--- config.mk ---
export PLATFORM = sky130hd
export DESIGN_NAME = ace_request_adapter
export DESIGN_NICKNAME = d
export VERILOG_FILES = /design/src/rtl/ace_pkg.sv /design/src/rtl/ace_wr_channel.sv /design/src/rtl/ace_request_adapter.sv
export SDC_FILE = /design/constraint.sdc
export NUM_CORES = 1
export LEC_CHECK = 0
export CAP_MARGIN = 20
export CORE_UTILIZATION = 41
export DETAILED_ROUTE_END_ITERATION = 10
export PLACE_DENSITY = 0.85
export SYNTH_ARGS = -nofsm -noshare
export SYNTH_HDL_FRONTEND = slang
export SYNTH_SLANG_ARGS = --single-unit
--- constraint.sdc ---
create_clock -name clk -period 3.9 [get_ports clk]
set_input_delay 0.975 -clock clk [delete_from_list [all_inputs] [get_ports clk]]
set_output_delay 0.975 -clock clk [all_outputs]
set_load 0.1 [all_outputs]
--- src/rtl/ace_pkg.sv ---
// rtl/ace_pkg.sv - shared ACE encodings, transaction kinds and adapter states
package ace_pkg;
    localparam logic [3:0] ARSNOOP_READ_SHARED  = 4'b0001;
    localparam logic [3:0] ARSNOOP_CLEAN_UNIQUE = 4'b1011;
    localparam logic [2:0] AWSNOOP_WRITE_BACK   = 3'b011;
    localparam logic [1:0] RESP_OKAY            = 2'b00;

    typedef enum logic [1:0] {
        TXN_READ,
        TXN_CLEAN,
        TXN_WB
    } txn_kind_t;

    typedef enum logic [2:0] {
        IDLE,
        AR_SEND,
        R_WAIT,
        WR_SEND,
        B_WAIT,
        ACK
    } adapter_state_t;
endpackage

--- src/rtl/ace_wr_channel.sv ---
// rtl/ace_wr_channel.sv - AW/W issue with independent completion tracking
module ace_wr_channel (
    input  logic clk,
    input  logic reset,
    input  logic i_active,
    input  logic i_awready,
    input  logic i_wready,
    output logic o_awvalid,
    output logic o_wvalid,
    output logic o_wr_sent
);
    logic r_aw_done;
    logic r_w_done;
    logic w_aw_hs;
    logic w_w_hs;

    assign o_awvalid = i_active & ~r_aw_done;
    assign o_wvalid  = i_active & ~r_w_done;
    assign w_aw_hs   = o_awvalid & i_awready;
    assign w_w_hs    = o_wvalid & i_wready;
    // Fires in the cycle the later of the two handshakes lands (or both together).
    assign o_wr_sent = i_active & (r_aw_done | w_aw_hs) & (r_w_done | w_w_hs);

    always_ff @(posedge clk or negedge reset) begin
        if (!reset) begin
            r_aw_done <= 1'b0;
            r_w_done  <= 1'b0;
        end else if (o_wr_sent) begin
            r_aw_done <= 1'b0;
            r_w_done  <= 1'b0;
        end else begin
            if (w_aw_hs) r_aw_done <= 1'b1;
            if (w_w_hs)  r_w_done  <= 1'b1;
        end
    end
endmodule

--- src/rtl/ace_request_adapter.sv ---
// rtl/ace_request_adapter.sv - cache request lines to ACE ReadShared/CleanUnique/WriteBack
module ace_request_adapter
    import ace_pkg::*;
#(
    parameter int ADDR_WIDTH = 32,
    parameter int DATA_WIDTH = 32
) (
    input  logic                  clk,
    input  logic                  reset,
    input  logic                  i_read_req,
    input  logic                  i_write_req,
    input  logic                  i_invalid_req,
    input  logic [ADDR_WIDTH-1:0] i_req_addr,
    input  logic [DATA_WIDTH-1:0] i_wb_data,
    output logic                  o_ace_ready,
    output logic                  o_ace_err,
    output logic [DATA_WIDTH-1:0] o_fill_data,
    output logic                  o_fill_shared,
    output logic                  o_fill_dirty,
    output logic                  o_arvalid,
    input  logic                  i_arready,
    output logic [ADDR_WIDTH-1:0] o_araddr,
    output logic [3:0]            o_arsnoop,
    input  logic                  i_rvalid,
    output logic                  o_rready,
    input  logic [DATA_WIDTH-1:0] i_rdata,
    input  logic [3:0]            i_rresp,
    output logic                  o_rack,
    output logic                  o_awvalid,
    input  logic                  i_awready,
    output logic [ADDR_WIDTH-1:0] o_awaddr,
    output logic [2:0]            o_awsnoop,
    output logic                  o_wvalid,
    input  logic                  i_wready,
    output logic [DATA_WIDTH-1:0] o_wdata,
    output logic                  o_wlast,
    input  logic                  i_bvalid,
    output logic                  o_bready,
    input  logic [1:0]            i_bresp,
    output logic                  o_wack
);
    adapter_state_t        r_state;
    adapter_state_t        w_next_state;
    txn_kind_t             r_kind;
    txn_kind_t             w_req_kind;
    logic [ADDR_WIDTH-1:0] r_addr;
    logic [DATA_WIDTH-1:0] r_data;
    logic [3:0]            r_arsnoop;
    logic                  r_err;
    logic [DATA_WIDTH-1:0] r_fill_data;
    logic                  r_fill_shared;
    logic                  r_fill_dirty;
    logic                  w_any_req;
    logic                  w_capture;
    logic                  w_wr_active;
    logic                  w_wr_sent;

    // Writeback wins so a dirty victim leaves before its replacement is fetched.
    assign w_req_kind = i_write_req   ? TXN_WB :
                        i_invalid_req ? TXN_CLEAN : TXN_READ;
    assign w_any_req   = i_write_req | i_invalid_req | i_read_req;
    assign w_capture   = (r_state == IDLE) & w_any_req;
    assign w_wr_active = (r_state == WR_SEND);

    ace_wr_channel u_wr_channel (
        .clk       (clk),
        .reset     (reset),
        .i_active  (w_wr_active),
        .i_awready (i_awready),
        .i_wready  (i_wready),
        .o_awvalid (o_awvalid),
        .o_wvalid  (o_wvalid),
        .o_wr_sent (w_wr_sent)
    );

    always_ff @(posedge clk or negedge reset) begin
        if (!reset) begin
            r_state <= IDLE;
        end else begin
            r_state <= w_next_state;
        end
    end

    always_comb begin
        w_next_state = r_state;
        o_rready     = 1'b0;
        o_bready     = 1'b0;
        o_arvalid    = 1'b0;
        o_ace_ready  = 1'b0;
        o_rack       = 1'b0;
        o_wack       = 1'b0;
        unique case (r_state)
            IDLE: begin
                if (w_any_req) w_next_state = (w_req_kind == TXN_WB) ? WR_SEND : AR_SEND;
            end
            AR_SEND: begin
                o_arvalid = 1'b1;
                if (i_arready) w_next_state = R_WAIT;
            end
            R_WAIT: begin
                o_rready = 1'b1;
                if (i_rvalid) w_next_state = ACK;
            end
            WR_SEND: begin
                if (w_wr_sent) w_next_state = B_WAIT;
            end
            B_WAIT: begin
                o_bready = 1'b1;
                if (i_bvalid) w_next_state = ACK;
            end
            ACK: begin
                o_ace_ready  = 1'b1;
                o_rack       = (r_kind != TXN_WB);
                o_wack       = (r_kind == TXN_WB);
                w_next_state = IDLE;
            end
            default: w_next_state = IDLE;
        endcase
    end

    always_ff @(posedge clk or negedge reset) begin
        if (!reset) begin
            r_kind        <= TXN_READ;
            r_addr        <= '0;
            r_data        <= '0;
            r_arsnoop     <= '0;
            r_err         <= 1'b0;
            r_fill_data   <= '0;
            r_fill_shared <= 1'b0;
            r_fill_dirty  <= 1'b0;
        end else begin
            if (w_capture) begin
                r_kind    <= w_req_kind;
                r_addr    <= i_req_addr;
                r_arsnoop <= (w_req_kind == TXN_CLEAN) ? ARSNOOP_CLEAN_UNIQUE : ARSNOOP_READ_SHARED;
                if (w_req_kind == TXN_WB) r_data <= i_wb_data;
            end
            if ((r_state == R_WAIT) && i_rvalid) begin
                r_err <= (i_rresp[1:0] != RESP_OKAY);
                if (r_kind == TXN_READ) begin
                    r_fill_data   <= i_rdata;
                    r_fill_shared <= i_rresp[3];
                    r_fill_dirty  <= i_rresp[2];
                end
            end
            if ((r_state == B_WAIT) && i_bvalid) r_err <= (i_bresp != RESP_OKAY);
        end
    end

    assign o_ace_err     = r_err & (r_state == ACK);
    assign o_fill_data   = r_fill_data;
    assign o_fill_shared = r_fill_shared;
    assign o_fill_dirty  = r_fill_dirty;
    assign o_araddr      = r_addr;
    assign o_arsnoop     = r_arsnoop;
    assign o_awaddr      = r_addr;
    assign o_awsnoop     = AWSNOOP_WRITE_BACK;
    assign o_wdata       = r_data;
    assign o_wlast       = 1'b1;
endmodule

Yosys cells after proc, flatten, opt, wreduce, memory -nomap -nowiden
Index checks and enable logic that the tools add are counted.
{ "totals": {"ff_bits": 110, "latch_bits": 0, "ram_bits": 0, "mem_bits_ro": 0, "in_bits": 112, "output_inout_bits": 147, "word_cells": 73, "n_memories": 0} }
{ "op_classes": {"n_addsub": 0, "mul": 0, "n_div": 0, "n_lt_le_gt_ge": 0, "n_eq_ne": 14, "shift": 0, "mux": 22, "bitwise_logic": 14, "reduce_logical": 12} }
{ "op_table": {"columns": ["op", "n"], "rows": [
  ["two-way mux 3 bit", 5],
  ["case mux 3 bit (5 select lines)", 1],
  ["two-way mux 1 bit", 13],
  ["!= test 2 bit (second input constant)", 6],
  ["nonzero test 2 bit", 5],
  ["AND 1 bit", 8],
  ["equality test 3 x 2 -> 1 bit (second input constant)", 2],
  ["equality test 3 bit (second input constant)", 2],
  ["AND reduction 5 bit", 1],
  ["equality test 2 bit (second input constant)", 2],
  ["two-way mux 2 bit", 2],
  ["two-way mux 4 bit", 1],
  ["bitwise OR 1 bit", 4],
  ["AND reduction 2 bit", 2],
  ["equality test 3 x 1 -> 1 bit (second input constant)", 1],
  ["zero test 3 bit", 1],
  ["equality test 2 x 1 -> 1 bit (second input constant)", 1],
  ["logical AND 1 bit", 2],
  ["zero test 2 bit", 1],
  ["NOT 1 bit", 2]
]} }

Longest topological paths before layout
Gate-level depths: netlist of run 1.
{ "logic_depth": {"word_depth": 8, "depth_mapped": 6} }

Cells and area by module
Synthesis of run 1 repeated with hierarchy kept, for this count alone.
{ "hier_totals": {"hier_cells": 314, "hier_area_um2": 4699.5} }
{ "modules_own_cells": {"columns": ["mod", "n_inst", "cells_per_inst", "area_each_um2"], "rows": [
  ["ace_request_adapter", 1, 303, 4596.9],
  ["ace_wr_channel", 1, 11, 102.6]
]} }

Worst setup path before layout of run 1
No wires, ideal clock.
{ "synth_path": {"path_type": "flip-flop to output port", "start": "reg r_state[0]", "end": "out o_wack", "arrival_ps": 2845, "required_time_ps": 2925, "slack_ps": 80, "stages_incl_launch_ff": 4, "path_cell_list": "dfrtp_1 -> clkbuf_1 -> nand2_1 -> nor3_1"} }
{ "synth_via": {"elab_chain_cells": 2} }
{ "synth_rtl": {"columns": ["item", "line", "source"], "rows": [
  ["start, declared", "ace_request_adapter.sv:42", "adapter_state_t r_state;"],
  ["start signal, assigned", "ace_request_adapter.sv:80", "r_state <= w_next_state;"],
  ["equality test 3 bit", "ace_request_adapter.sv:92", "unique case (r_state)"],
  ["two-way mux 1 bit", "ace_request_adapter.sv:92", null],
  ["end, declared", "ace_request_adapter.sv:40", "output logic o_wack"]
]} }
Every way passes these cells.

==> results of run 1 <==
state kept, by name (all words and copies together) (netlist names):
name and cells:
o_arsnoop 2, u_wr_channel.r_aw_done 1, o_fill_data 32, r_state 3
r_err 1, r_kind 1, o_fill_shared 1, u_wr_channel.r_w_done 1
o_fill_dirty 1, o_araddr 32, o_wdata 32
per-stage QoR:
| stage | util, % | std cells |
|---|---|---|
| 2_1_floorplan | - | 316 |
| 3_3_place_gp | 63.4 | 659 |
| 3_5_place_dp | 63.4 | 659 |
| 4_1_cts | 65.5 | 675 |
| 5_1_grt | 65.5 | 675 |
| 6_report | 65.5 | 675 |
final timing paths:
path                                     startpoint                        to  slack (ns)
min in group asynchronous                     reset   o_wdata[29]$_DFFE_PN0P_        0.62
max                        o_arsnoop[1]$_DFFE_PN0P_              o_arsnoop[3]        0.96
max reg2reg                  r_state[0]$_DFFE_PN0P_  o_araddr[28]$_DFFE_PN0P_        1.73
min                        o_arsnoop[0]$_DFFE_PN0P_  o_arsnoop[0]$_DFFE_PN0P_        0.48
min reg2reg                o_arsnoop[0]$_DFFE_PN0P_  o_arsnoop[0]$_DFFE_PN0P_        0.48
max in group asynchronous                     reset   o_wdata[26]$_DFFE_PN0P_        2.52
cell usage after synthesis (2+ instances only):
cell type	count	share of area, %
mux2_2	99	25
nor2b_1	2	0.28
o21ai_0	3	0.33
a21oi_1	4	0.44
nand2b_1	2	0.28
buf_6	9	2.2
nor2_1	10	0.83
buf_4	42	6.9
conb_1	2	0.17
inv_1	4	0.33
nand2_1	4	0.33
dfrtp_1	107	59
nor3_1	5	0.55
kinds of logic (layout without fill, tap and decap cells):
family          after synthesis  in the layout  share of synthesized area, %
flops                       107            107                          59.0
mux                          99             99                          24.6
buf+inv                      57            276                          9.70
simple gates                 31             31                          4.08
compound gates               17             17                          2.54
other cells                   2              5                         0.165
layer usage:
layer  share of wire [%]  GRT usage, %  up-vias
met1                  36          20.7     1597
li1                    -             -     1468
met2                  53          36.5      160
met4                 1.7          7.63        0
met3                 8.6          5.65       13
met5                   0             0        -
area by class of cell:
cell class / count / area [um2]
fill: 817 / 3720
timing repair buffer: 256 / 2540
clock inverter: 6 / 88.8
inverter: 4 / 15.0
clock buffer: 10 / 138
multi-input combinational: 152 / 1440
tap: 140 / 175
sequential: 107 / 2680
==> flow_metrics.env, run 1 <==
export IMPL_status="complete, no violations"
export IMPL_cp_arrival_ns=1.97
export IMPL_pre_cts_ws_ns=1.12
export IMPL_cts_root_buf="clkbuf_8"
export IMPL_synth_cell_types=33
export IMPL_relSlewSlack_pct=31.5
export IMPL_postLayoutSetupSlackWorst_ns=0.959
export IMPL_cp_slowest_cell="clkdlybuf4s50_1"
export IMPL_fp_dieH_um=107
export IMPL_ys_ff_latch=107
export IMPL_whs_ns=0.479
export IMPL_wl_mm=10.9
export IMPL_start_kind="register"
export IMPL_drcViolationCount=0
export IMPL_first_pass_iters=4
export IMPL_cts_buffer_depth=2
export IMPL_grt_pass1_vias=3386
export IMPL_critPathKind="register to primary output"
export IMPL_htreeDepth=3
export IMPL_path_depth=1
export IMPL_synth_async_reset_ratio_pct=100
export IMPL_dieArea_um2=11500
export IMPL_drive_gt1_share_pct=24.7
export IMPL_final_common_cell="clkdlybuf4s50_1"
export IMPL_clkTransAtPathRegs_ns=0.09
export IMPL_synth_area_um2=4540
export IMPL_yosys_warnings=0
export IMPL_slowest_delay_ns=1.17
export IMPL_ctsResizeCount=0
export IMPL_antenna_found_initial=0
export IMPL_ant_nets=0
export IMPL_grt_start_max_net_pins=60
export IMPL_numPortBuffers=253
export IMPL_end_kind="primary output"
export IMPL_die_w_um=107
export IMPL_rsz0062_at_grt="false"
export IMPL_final_cell_mix="clkdlybuf4s50_1 (243), dfrtp_1 (107), mux2_2 (99)"
export IMPL_cts_sink_count=107
export IMPL_place_congestion=0.776
export IMPL_hold_depth=1
export IMPL_fin_crit_ns=2.94
export IMPL_initial_core_util_pct=42.1
export IMPL_hold_path_class="register to register"
export IMPL_gr_total_overflow=0
export IMPL_synth_cells=313
export IMPL_crit_family="buffers and inverters"
export IMPL_worstPathRequired_ns=2.92
export IMPL_synth_seq_area_share_pct=59.0
export IMPL_clock_fmax_mhz=340
export IMPL_min_period_over_period_pct=75.4
export IMPL_grt_pass1_wl_mm=17.0
export IMPL_avgSynthCellArea_um2=14.5
export IMPL_wire_per_inst_um=16.2
export IMPL_worstRegToRegCells=4
export IMPL_path_buf_inv=1
export IMPL_final_nets=642
export IMPL_tightestPinTransition_ns=1.03
export IMPL_diodes=0
export IMPL_insertion_delay_ns=0.37
export IMPL_fp_coreArea_um2=10800
export IMPL_track_usage_pct=19.6
export IMPL_ys_flop_type="dfrtp_1"
export IMPL_ctsHoldBuffers=0
export IMPL_dpl_cell_area_um2=6850
export IMPL_final_hold_violation_count=0
export IMPL_synth_edff_count=0
export IMPL_setup_tns_ns=0
export IMPL_cts_tree="yes"
export IMPL_drv_cap=0
export IMPL_num_vias=3238
export IMPL_cts_made_buffers=9
export IMPL_postCtsSetupBuffers=0
export IMPL_fin_skew_ns=0.0135
export IMPL_first_iter_violations=146
export IMPL_path_max_fanout=4
export IMPL_area_growth_synth_to_final_pct=55.8
export IMPL_finalMaxSlewViolations=0
export IMPL_path_cells="clkdlybuf4s50_1"
export IMPL_fp_row_count=38
export IMPL_dpl_hpwl_mm=8.27
export IMPL_final_area_um2=7070
export IMPL_vias_per_cell=4.80
export IMPL_pin_count=259
export IMPL_finalSetupViolCount=0
Power of run 1 is left out: the tool's default activity adds up to more than one toggle a clock period on the data nets, which glitch-free logic cannot reach.
==> run 2, diff against run 1 <==
Settings changed: CORE_UTILIZATION 41 to 35, PLACE_DENSITY 0.85 to 0.78.
Clock period 3.9 ns to 2.41 ns, I/O delays scaled along.
==> run 2 against run 1 <==
- clock-buffer cell count grew 2
- final area shrank 0.41%
- critical path depth grew 3
- register-to-register slack lost 1.5 ns
- setup slack lost 0.80 ns
- flip-flop and latch count is the same
- routed wire length shrank 1.3%
- clock skew shrank 0.0048 ns
- global-route usage shrank 3.8 points
- via count grew 0.31%
- critical endpoint is now o_wack
- largest cell class unchanged
- highest routed layer unchanged
==> flow_metrics.env, run 2 (synthesis results as in run 1) <==
export IMPL_cts_made_buffers=9
export IMPL_ctsResizeCount=0
export IMPL_clkTransAtPathRegs_ns=0.07
export IMPL_gr_total_overflow=0
export IMPL_first_pass_iters=4
export IMPL_htreeDepth=3
export IMPL_fp_coreArea_um2=12600
export IMPL_whs_ns=0.207
export IMPL_cts_root_buf="clkbuf_16"
export IMPL_dpl_hpwl_mm=8.42
export IMPL_dp_cells=694
export IMPL_fin_util_pct=55.8
export IMPL_final_cells=710
export IMPL_ff_latch_area_um2=2680
export IMPL_die_w_um=116
export IMPL_drive_gt1_share_pct=50.0
export IMPL_tightestPinTransition_ns=0.637
export IMPL_cp_arrival_ns=1.65
export IMPL_pin_count=259
export IMPL_finalMaxSlewViolations=0
export IMPL_fp_row_count=41
export IMPL_area_growth_synth_to_final_pct=55.1
export IMPL_dieArea_um2=13400
export IMPL_fin_skew_ns=0.00879
export IMPL_wire_per_inst_um=15.2
export IMPL_finalSetupViolCount=0
export IMPL_first_iter_violations=72
export IMPL_rsz0062_at_grt="false"
export IMPL_setup_tns_ns=0
export IMPL_ctsHoldBuffers=0
export IMPL_vias_per_cell=4.57
export IMPL_final_cell_mix="buf_4 (137), clkdlybuf4s50_1 (110), dfrtp_1 (107)"
export IMPL_path_max_fanout=10
export IMPL_numPortBuffers=253
export IMPL_wl_mm=10.8
export IMPL_start_kind="register"
export IMPL_worstPathRequired_ns=1.81
export IMPL_fin_crit_ns=2.26
export IMPL_place_congestion=0.754
export IMPL_critPathKind="register to primary output"
export IMPL_diodes=0
export IMPL_grt_start_max_net_pins=42
export IMPL_relSlewSlack_pct=57.5
export IMPL_drcViolationCount=0
export IMPL_final_nets=645
export IMPL_cts_buffer_depth=2
export IMPL_cts_sink_count=107
export IMPL_initial_core_util_pct=36.0
export IMPL_clock_fmax_mhz=443
export IMPL_antenna_found_initial=0
export IMPL_final_hold_violation_count=0
export IMPL_status="complete, no violations"
export IMPL_grt_pass1_vias=3280
export IMPL_min_period_over_period_pct=93.6
export IMPL_hold_path_class="input pin to asynchronous set/reset pin"
export IMPL_track_usage_pct=15.8
export IMPL_end_kind="primary output"
export IMPL_multi_input_comb_area_um2=1450
export IMPL_final_common_cell="buf_4"
export IMPL_postCtsSetupBuffers=0
export IMPL_fp_dieH_um=116
export IMPL_grt_pass1_wl_mm=16.1
export IMPL_final_fill_count=1087
export IMPL_drv_cap=0
export IMPL_cts_tree="yes"
export IMPL_ant_nets=0
export IMPL_insertion_delay_ns=0.34
export IMPL_num_vias=3248
## run 2: area by class of cell
class / instances / share of cell area, %
Inverter: 4 / 0.213
Clock buffer: 12 / 3.50
Multi-Input combinational cell: 152 / 20.5
Sequential cell: 107 / 38.0
Timing Repair Buffer: 259 / 33.6
Clock inverter: 4 / 1.05
Tap cell: 172 / 3.06
## run 2: final timing paths
kind | from | end | slack [ns] | cells past startpoint
max | r_state[2]$_DFFE_PN0P_ | o_wack | 0.15 | 4
min | reset | o_wdata[6]$_DFFE_PN0P_ | 0.21 | 1
max reg2reg | r_state[0]$_DFFE_PN0P_ | o_fill_data[13]$_DFFE_PN0P_ | 0.26 | 3
min reg2reg | o_arsnoop[0]$_DFFE_PN0P_ | o_arsnoop[0]$_DFFE_PN0P_ | 0.48 | 1
max in group asynchronous | reset | o_fill_data[23]$_DFFE_PN0P_ | 1.60 | 2
min in group clk | o_arsnoop[0]$_DFFE_PN0P_ | o_arsnoop[0]$_DFFE_PN0P_ | 0.48 | 1
## run 2: layer usage
layer  vias up  GRT usage (%)  share of wire [%]  wire length (um)
li1       1467              -                  -                 -
met2       163           28.5                 53              5680
met1      1602           16.6                 36              3870
met5         -              0                  0                 0
met4         0           7.78                1.9               205
met3        16           5.23                9.7              1040
## run 2: stage by stage
| stage | area (um2) | setup slack (ns) |
|---|---|---|
| 2_1_floorplan | 4560 | -0.315 |
| 3_3_place_gp | 6720 | 0.0794 |
| 3_5_place_dp | 6720 | 0.00831 |
| 4_1_cts | 7040 | 0.109 |
| 5_1_grt | 7040 | 0.0381 |
| 6_report | 7040 | 0.155 |
## run 2: critical path, cell delays in order (launching register included)
cell and delay, ns:
dfrtp_1 0.53, nor2b_1 0.21, nand2_1 0.13, nor3_2 0.22, buf_12 0.21
Power of run 2 is left out for the same reason.
